### src/rtl/riscv_pkg.sv
// Shared core-wide definitions used by the writeback stage and its scoreboard.
package riscv_pkg;

  localparam int unsigned XLEN       = 32;
  localparam int unsigned REG_ADDR_W = 5;
  localparam int unsigned NUM_REGS   = 32;

  // Which result source most recently won a contested arbitration cycle.
  typedef enum logic {
    GRANT_ALU  = 1'b0,
    GRANT_LOAD = 1'b1
  } wb_grant_e;

endpackage

### src/rtl/wb_scoreboard.sv
// Busy scoreboard for outstanding loads: one busy bit per architectural register
// plus a count of loads in flight that throttles further load issue.
module wb_scoreboard #(
  parameter int unsigned MAX_LOADS = 4
) (
  input  logic                            clk,
  input  logic                            rst,
  input  logic                            ld_issue,
  input  logic [riscv_pkg::REG_ADDR_W-1:0] ld_issue_rd,
  output logic                            ld_issue_ready,
  input  logic                            ld_accept,
  input  logic [riscv_pkg::REG_ADDR_W-1:0] ld_rd,
  input  logic [riscv_pkg::REG_ADDR_W-1:0] dec_rs1,
  input  logic [riscv_pkg::REG_ADDR_W-1:0] dec_rs2,
  input  logic [riscv_pkg::REG_ADDR_W-1:0] dec_rd,
  output logic                            busy_hazard
);
  import riscv_pkg::*;

  localparam logic [2:0] MaxLoads = 3'(MAX_LOADS);

  logic [NUM_REGS-1:0] busy_q, busy_d;
  logic [2:0]          pending_q, pending_d;
  logic                issue_fire;
  logic                pending_dec;

  // Issue throttling looks only at the registered count, never same-cycle returns.
  assign ld_issue_ready = (pending_q < MaxLoads);
  assign issue_fire     = ld_issue && ld_issue_ready;
  // A return with nothing pending is a protocol error; the counter must not wrap.
  assign pending_dec    = ld_accept && (pending_q != 3'd0);

  // Next-state busy vector: clear on return, then set on issue so set wins.
  always_comb begin
    busy_d = busy_q;
    if (ld_accept) begin
      busy_d[ld_rd] = 1'b0;
    end
    if (issue_fire) begin
      busy_d[ld_issue_rd] = 1'b1;
    end
    busy_d[0] = 1'b0;
  end

  // Next-state pending count; simultaneous issue and return cancel out.
  always_comb begin
    pending_d = pending_q;
    if (issue_fire && !pending_dec) begin
      pending_d = pending_q + 3'd1;
    end else if (!issue_fire && pending_dec) begin
      pending_d = pending_q - 3'd1;
    end
  end

  // Scoreboard state registers with synchronous reset.
  always_ff @(posedge clk) begin
    if (rst) begin
      busy_q    <= '0;
      pending_q <= 3'd0;
    end else begin
      busy_q    <= busy_d;
      pending_q <= pending_d;
    end
  end

  // Any decode operand or destination that a load still owns must stall.
  assign busy_hazard = busy_q[dec_rs1] | busy_q[dec_rs2] | busy_q[dec_rd];

endmodule

### src/rtl/writeback_stage.sv
// Writeback stage: arbitrates ALU results against load returns, registers the
// winning write onto the register-file write port and raises decode hazards.
// Optional feature macro: WB_BYPASS_EN forwards the in-flight write to the
// decode operands instead of stalling on it.
module writeback_stage #(
  parameter int unsigned XLEN      = 32,
  parameter int unsigned MAX_LOADS = 4
) (
  input  logic                            clk,
  input  logic                            rst,
  input  logic                            alu_valid,
  output logic                            alu_ready,
  input  logic [riscv_pkg::REG_ADDR_W-1:0] alu_rd,
  input  logic [XLEN-1:0]                 alu_data,
  input  logic                            ld_valid,
  output logic                            ld_ready,
  input  logic [riscv_pkg::REG_ADDR_W-1:0] ld_rd,
  input  logic [XLEN-1:0]                 ld_data,
  input  logic                            ld_issue,
  input  logic [riscv_pkg::REG_ADDR_W-1:0] ld_issue_rd,
  output logic                            ld_issue_ready,
  input  logic [riscv_pkg::REG_ADDR_W-1:0] dec_rs1,
  input  logic [riscv_pkg::REG_ADDR_W-1:0] dec_rs2,
  input  logic [riscv_pkg::REG_ADDR_W-1:0] dec_rd,
  output logic                            hazard,
  input  logic [XLEN-1:0]                 rf_rd1,
  input  logic [XLEN-1:0]                 rf_rd2,
  output logic [XLEN-1:0]                 op_rd1,
  output logic [XLEN-1:0]                 op_rd2,
  output logic [riscv_pkg::REG_ADDR_W-1:0] addr3,
  output logic [XLEN-1:0]                 wdata3,
  output logic                            wen3
);
  import riscv_pkg::*;

  wb_grant_e             last_grant_q, last_grant_d;
  logic                  alu_fire, ld_fire, contested;
  logic [REG_ADDR_W-1:0] addr3_q, addr3_d;
  logic [XLEN-1:0]       wdata3_q, wdata3_d;
  logic                  wen3_q, wen3_d;
  logic                  busy_hazard;

  // Each ready depends only on the other side's valid and the fairness bit.
  always_comb begin
    alu_ready = !ld_valid || (last_grant_q == GRANT_LOAD);
    ld_ready  = !alu_valid || (last_grant_q == GRANT_ALU);
  end

  assign alu_fire  = alu_valid && alu_ready;
  assign ld_fire   = ld_valid && ld_ready;
  assign contested = alu_valid && ld_valid;

  // Next-state grant history and write-port contents.
  always_comb begin
    last_grant_d = last_grant_q;
    addr3_d      = addr3_q;
    wdata3_d     = wdata3_q;
    wen3_d       = 1'b0;
    if (contested) begin
      last_grant_d = ld_fire ? GRANT_LOAD : GRANT_ALU;
    end
    if (ld_fire) begin
      addr3_d  = ld_rd;
      wdata3_d = ld_data;
      wen3_d   = (ld_rd != '0);
    end else if (alu_fire) begin
      addr3_d  = alu_rd;
      wdata3_d = alu_data;
      wen3_d   = (alu_rd != '0);
    end
  end

  // Arbitration and write-port registers; reset drops any in-flight write.
  always_ff @(posedge clk) begin
    if (rst) begin
      last_grant_q <= GRANT_ALU;
      addr3_q      <= '0;
      wdata3_q     <= '0;
      wen3_q       <= 1'b0;
    end else begin
      last_grant_q <= last_grant_d;
      addr3_q      <= addr3_d;
      wdata3_q     <= wdata3_d;
      wen3_q       <= wen3_d;
    end
  end

  assign addr3  = addr3_q;
  assign wdata3 = wdata3_q;
  assign wen3   = wen3_q;

  wb_scoreboard #(
    .MAX_LOADS (MAX_LOADS)
  ) u_scoreboard (
    .clk            (clk),
    .rst            (rst),
    .ld_issue       (ld_issue),
    .ld_issue_rd    (ld_issue_rd),
    .ld_issue_ready (ld_issue_ready),
    .ld_accept      (ld_fire),
    .ld_rd          (ld_rd),
    .dec_rs1        (dec_rs1),
    .dec_rs2        (dec_rs2),
    .dec_rd         (dec_rd),
    .busy_hazard    (busy_hazard)
  );

`ifdef WB_BYPASS_EN
  // Forward the write still in flight to the register file; no stall needed.
  always_comb begin
    op_rd1 = rf_rd1;
    op_rd2 = rf_rd2;
    if (wen3_q && (addr3_q == dec_rs1) && (addr3_q != '0)) begin
      op_rd1 = wdata3_q;
    end
    if (wen3_q && (addr3_q == dec_rs2) && (addr3_q != '0)) begin
      op_rd2 = wdata3_q;
    end
    hazard = busy_hazard;
  end
`else
  // Without forwarding, a source matching the in-flight write stalls one cycle.
  always_comb begin
    op_rd1 = rf_rd1;
    op_rd2 = rf_rd2;
    hazard = busy_hazard |
             (wen3_q && (addr3_q != '0) &&
              ((addr3_q == dec_rs1) || (addr3_q == dec_rs2)));
  end
`endif

endmodule

### config.mk
export PLATFORM = sky130hd
export DESIGN_NAME = writeback_stage
export DESIGN_NICKNAME = d
export VERILOG_FILES = /design/src/rtl/riscv_pkg.sv /design/src/rtl/wb_scoreboard.sv /design/src/rtl/writeback_stage.sv
export SDC_FILE = /design/constraint.sdc
export NUM_CORES = 1
export LEC_CHECK = 0
export CORE_UTILIZATION = 36
export DETAILED_ROUTE_END_ITERATION = 7
export PLACE_DENSITY = 0.9
export SYNTH_ARGS = -nofsm -noshare
export SYNTH_HDL_FRONTEND = slang
export SYNTH_SLANG_ARGS = --single-unit
### constraint.sdc
create_clock -name clk -period 2.45 [get_ports clk]
set_input_delay 0.6125 -clock clk [delete_from_list [all_inputs] [get_ports clk]]
set_output_delay 0.6125 -clock clk [all_outputs]
set_load 0.03 [all_outputs]
Word level (Yosys, flattened, before mapping)
Cells that the tools add are included.

Output and inout bits: 106. Logic and storage cells: 71. Input bits: 163. Register bits after elaboration: 74.

Bitwise operators: 7. Equal/unequal tests: 2. $add $sub $neg: 2. Reductions and logical operators: 24. $lt $le $gt $ge: 8. Muxes and demuxes: 21.

Operators by type and width (count): two-way mux 32 bit (4); bitwise AND 32 bit (1); inverter 32 bit (1); OR 32 bit (1); less-than comparator 5 x 6 -> 1 bit (second input constant) (5); binary-select mux 1 bit (select 5 bit) (3); nonzero test 5 bit (3); logical AND 1 bit (11); demux 1 bit (select 5 bit) (2); == test 5 bit (2); greater-or-equal comparator 5 x 1 -> 1 bit (second input constant) (2); two-way mux 5 bit (2); two-way mux 1 bit (8); two-way mux 3 bit (2); logical NOT 1 bit (4); nonzero test 2 bit (2); adder 3 x 1 -> 3 bit (second input constant) (1); logical OR 1 bit (3); less-than comparator 3 bit (second input constant) (1); OR 1 bit (3); nonzero test 3 bit (1); subtractor 3 x 1 -> 3 bit (second input constant) (1); inverter 1 bit (1).

Longest topological paths before layout
Depth after elaboration: 9. Gate-level depth with buffers: 11. Gate-level depth less buffers: 9.

By module
A second synthesis with hierarchy kept.

Cells, all modules: 603. Area total of the unflattened synthesis: 5126.2 µm².

By module, submodules not included: writeback_stage (area an instance 2844.0 µm², instances 1, seq. area each 780.7 µm², cells an instance 347); wb_scoreboard (area an instance 2282.2 µm², instances 1, seq. area each 680.7 µm², cells an instance 256).

Least setup slack after synthesis
Ideal clock, no wire load.

Path kind: input-to-reg. Start point: input port alu_valid. End point: register u_scoreboard.pending_q[2]. Stages: 11. Arrival time: 2.629 ns. Data required time: 2.380 ns. Setup slack: -0.249 ns. Buffers on the path: 2. Library setup time: 0.070 ns. Cells stage by stage: clkbuf_1 -> nand2_1 -> and2_1 -> clkbuf_1 -> o31ai_1 -> ha_1 -> inv_1 -> fa_1 -> xor2_1 -> or3_1 -> a21oi_1.

Cells in the longest elaborated chain, start to end: 7. Elaborated cells between the ends (all ways): 9. Classes of those cells: 1 x mux; 8 x reduce/logical.

Ends and longest elaborated chain: start: declaration (line writeback_stage.sv:11) `input logic alu_valid,`; logical NOT 1 bit * (line writeback_stage.sv:46) `ld_ready = !alu_valid || (last_grant_q == GRANT_ALU);`; logical OR 1 bit * (line writeback_stage.sv:46); net ld_ready (line writeback_stage.sv:16) `output logic ld_ready,`; logical AND 1 bit * (line writeback_stage.sv:50) `assign ld_fire = ld_valid && ld_ready;`; logical AND 1 bit * (line wb_scoreboard.sv:31) `assign pending_dec = ld_accept && (pending_q != 3'd0);`; logical NOT 1 bit (line wb_scoreboard.sv:48) `if (issue_fire && !pending_dec) begin`; logical AND 1 bit (line wb_scoreboard.sv:48); two-way mux 3 bit / nonzero test 2 bit (equally long branches); end signal: assignment (line wb_scoreboard.sv:62) `pending_q <= pending_d;`; end: declaration (line wb_scoreboard.sv:23) `logic [2:0] pending_q, pending_d;`.

Mark *: on every way through the listed nets, which the timed path passes. The rest lies on a longest branch. A chain may end at the register's enable or synchronous reset.

Worst setup path after layout
Start point: input port dec_rs1[0] in the netlist's numbering. End point: output port hazard.

Cells in the longest elaborated chain, start to end: 5. Elaborated cells between the ends (all ways): 8. Classes of those cells: 1 x eq/ne; 2 x mux; 3 x bitwise; 2 x reduce/logical.

Ends and longest elaborated chain: start: declaration (line writeback_stage.sv:22) `input logic [riscv_pkg::REG_ADDR_W-1:0] dec_rs1,`; binary-select mux 1 bit (select 5 bit) (line wb_scoreboard.sv:67) `assign busy_hazard = busy_q[dec_rs1] | busy_q[dec_rs2] | busy_q[dec_rd];`; two-way mux 1 bit (implied by the code) (line wb_scoreboard.sv:67); OR 1 bit (2 in series) (line wb_scoreboard.sv:67); OR 1 bit * (line writeback_stage.sv:126) `hazard = busy_hazard |`; end: declaration (line writeback_stage.sv:25) `output logic hazard,`.

Mark *: on every way between the ends. The rest lies on a longest branch, timed or not. The select of a mux whose other input is x is not followed.

==> results by group <==
Timing
  – Skew final: 0.004020 ns
  – Slew @ Worst Pin: 0.5178 ns
  – Slew Viols, Final: 0
  – Hold violation total from the final report: 0
  – Fin crit share: 1.118
  – Unrepaired setup endpoints after global routing: true
  – Final worst setup slack: -0.2898 ns
  – Max_slew headroom: 0.6541
  – Min cycle time layout: 2.740 ns
  – Final setup vio count: 1
  – Fmax: 365.0 MHz

GRT
  – Initial antenna violation count: 0
  – Global-route wire length before repair: 23570 um
  – Vias in the first global route: 4825
  – GRT Total Usage: 0.2042
  – Pin count of the biggest net entering global routing: 74
  – GRT overflow: 0

Outcome
  – Status: complete, but fails checks
  – Failing checks: setup timing

Die
  – Core box area: 13450 um2
  – Starting Density: 0.3735
  – FP Rows: 42
  – Die width: 120.1 um
  – Die height: 120.1 um
  – Full die area: 14430 um2
  – I/O pin cnt: 269

Worst setup path
  – Flop2flop setup slack: 0.43 ns
  – Worst R2R Start: last_grant_q
  – Max stage delay on crit path: 0.51 ns
  – Highest-delay cell along the critical path: mux4_2
  – Reg2Reg Capture Point: u_scoreboard.pending_q[2]
  – Critical path startpoint category: primary input
  – Worst Path Arrival: 2.13 ns
  – Worst r2r path cells: 9
  – CP Launch Point: dec_rs1[0]
  – Cells along the critical path: buf_6 -> buf_6 -> mux4_2 -> nor2_1 -> nor3_1 -> nor4_2 -> nand3_2 -> buf_6
  – Worst Path Buf+Inv: 3
  – Cell mode on critical path: buf_6
  – Cell family with most CP delay: simple AND/OR/NAND/NOR gates
  – Crit-path max FO: 5
  – Critical path class: primary input to primary output
  – Worst EP required: 1.84 ns
  – WP depth: 8
  – Capturing element type of the critical path: primary output
  – Setup crit end: hazard

Routing
  – Via Count: 4909
  – Drt pass-1 iters: 6
  – 1st-iter DRT viols: 299
  – Routed Antenna Nets: 0
  – WL per Instance: 16.78 um
  – Via density: 5.630
  – WL final: 14630 um
  – DRC violations left: 0

Yosys
  – Post-synth design cell area: 5025 um2
  – Ys async rst share: 0
  – Gate Count Post-Synth: 597
  – Post-synth EDFFs: 0
  – Seq/Total Area, Yosys: 0.2908
  – Ys flop type: dfxtp_1
  – YS warnings: 0
  – Library cells used by synthesis: 45
  – Avg Inst Size Synth: 8.417 um2
  – Syn_nets: 762
  – Synth Register Bits: 73

Layout
  – Antenna diodes: 0
  – Post-Layout Inst Area: 6715 um2
  – Layout net count: 856
  – Layout area overhead: 33.64%
  – Layout cells sized above 1: 0.2270
  – Fill cell count: 1229

Clocking
  – CTS tree: yes
  – Clk_lat worst skew: 0.33 ns
  – Clk sinks: 73
  – Root buf cell: clkbuf_16
  – CTS max path bufs: 2
  – H-tree depth: 3
  – TritonCTS Buffers: 9
  – Clock-pin slew on the worst setup and hold paths: 0.06 ns

Hold path
  – Worst hold path type: flip-flop to flip-flop
  – Worst hold stages: 2

Run
  – Max-cap check violation count: 0

Placed design
  – Hpwl dp: 10400 um
  – Port bufs: 140
  – GPL Wtd Cong: 0.9716
  – Post-DP Area: 6329 um2

Power and ir drop
  – Peak supply drop: 0.0002773 V
  – Power consumption: 0.003658 W
  – Pleak: 2.481 nW
  – Pwr/cell area: 544.7 nW/um2
## tightest hold or removal path, cell delays in order (launching register included)
cell     delay (ns)
dfxtp_1        0.34
o21ai_0        0.09
a21oi_1        0.06
## cell families (layout without fill, tap and decap cells)
group,Yosys count,in the layout,synth area share
DFF,73,73,0.2908
and+or+nand+nor,241,241,0.2485
muxes,69,69,0.1957
AOI/OAI and AO/OA,87,87,0.09761
adders and majority gates,2,2,0.006474
xor gates and xnor gates,13,13,0.02266
buffers and inverters,112,211,0.1382
## report_power, final
part / total [W] / switching, W / leakage [nW] / internal, W
logic: 0.00110 / 0.000536 / 1.75 / 0.000567
registers: 0.00135 / 0.0000737 / 0.599 / 0.00127
clock network: 0.00121 / 0.000518 / 0.133 / 0.000689
total: 0.00366 / 0.00113 / 2.48 / 0.00253
## how the worst min path moves through the flow
stage | startpoint | to | slack (ns)
finish | u_scoreboard.pending_q[2] | u_scoreboard.pending_q[2] | 0.53
global route | u_scoreboard.busy_q[8] | u_scoreboard.busy_q[8] | 0.57
global placement | u_scoreboard.busy_q[5] | u_scoreboard.busy_q[5] | 0.51
floorplan | u_scoreboard.busy_q[19] | u_scoreboard.busy_q[19] | 0.47
detailed placement | u_scoreboard.busy_q[14] | u_scoreboard.busy_q[14] | 0.52
CTS | u_scoreboard.busy_q[9] | u_scoreboard.busy_q[9] | 0.53
## registers in the layout, summed over array words and instances, names as in the netlist
signal / flops
wdata3: 32
u_scoreboard.busy_q: 31
u_scoreboard.pending_q: 3
wen3: 1
addr3: 5
last_grant_q: 1
## stage by stage
stage               hold slack (ns)  TNS (ns)  setup WS, ns    util  std cells
global route                 0.5650   -0.3920       -0.3920  0.4992        872
finish                       0.5313   -0.2898       -0.2898  0.4992        872
global placement             0.5081    -1.646        -1.185  0.4704        850
detailed placement           0.5198    -1.702        -1.219  0.4704        850
floorplan                    0.4689  -0.07087      -0.04859       -        597
CTS                          0.5293   -0.3006       -0.3006  0.4943        871
## placed cells by master, fill, tap and decap left out, types with 3 or more instances in the layout
cell type and count:
clkbuf_16 9, o22ai_1 7, xnor2_1 10, nor2b_1 5, nand3_1 4, nand3b_1 7
buf_4 45, nor4_1 32, mux2i_1 5, mux2_2 44, inv_1 5, buf_12 3
nor3_1 8, a21oi_1 33, nor2_1 81, mux4_2 18, dfxtp_1 73, xor2_1 3
nand2_1 45, and3b_1 3, clkdlybuf4s50_1 122, o21ai_0 32, buf_2 6, nor3b_1 38
buf_6 6
## layer usage
metal | global-route usage | vias up | part of all wire
li1 | - | 2254 | -
met1 | 0.2356 | 2352 | 0.39
met2 | 0.3459 | 263 | 0.49
met3 | 0.05561 | 40 | 0.092
met4 | 0.1008 | 0 | 0.024
met5 | 0 | - | 0
## timing repair
item,4_1_cts,5_1_grt
setup endpoints to repair,2,1
gates resized for setup,50,23
setup buffers,3,1
hold endpoints to repair,0,0
hold buffers,0,0
gates cloned,2,0
pin swaps,7,5
## synth_stat cells, types with 5 or more instances
cell,n,area (um2)
inv_1,5,18.77
mux2_2,45,506.7
o21ai_0,33,165.2
nand3_1,5,25.02
xnor2_1,10,87.58
nor3b_1,39,292.8
o22ai_1,8,50.05
nand2_1,46,172.7
dfxtp_1,73,1461
nor4_1,33,206.5
nor2_1,82,307.8
mux4_2,15,337.8
a21oi_1,33,165.2
nor3_1,8,40.04
mux2i_1,6,60.06
clkbuf_1,26,97.59
buf_2,13,65.06
buf_4,64,480.5
nor2b_1,5,31.28
nand3b_1,7,52.55
## cell type report
class,count,area (um2),share of cell area
Multi-Input combinational cell,412,2947,0.4388
Timing Repair Buffer,190,1795,0.2674
Sequential cell,73,1461,0.2176
Clock buffer,10,229.0,0.03410
Tap cell,176,220.2,0.03279
Clock inverter,6,43.79,0.006521
Inverter,5,18.77,0.002795
No activity file was read; power rests on OpenSTA's default activity.
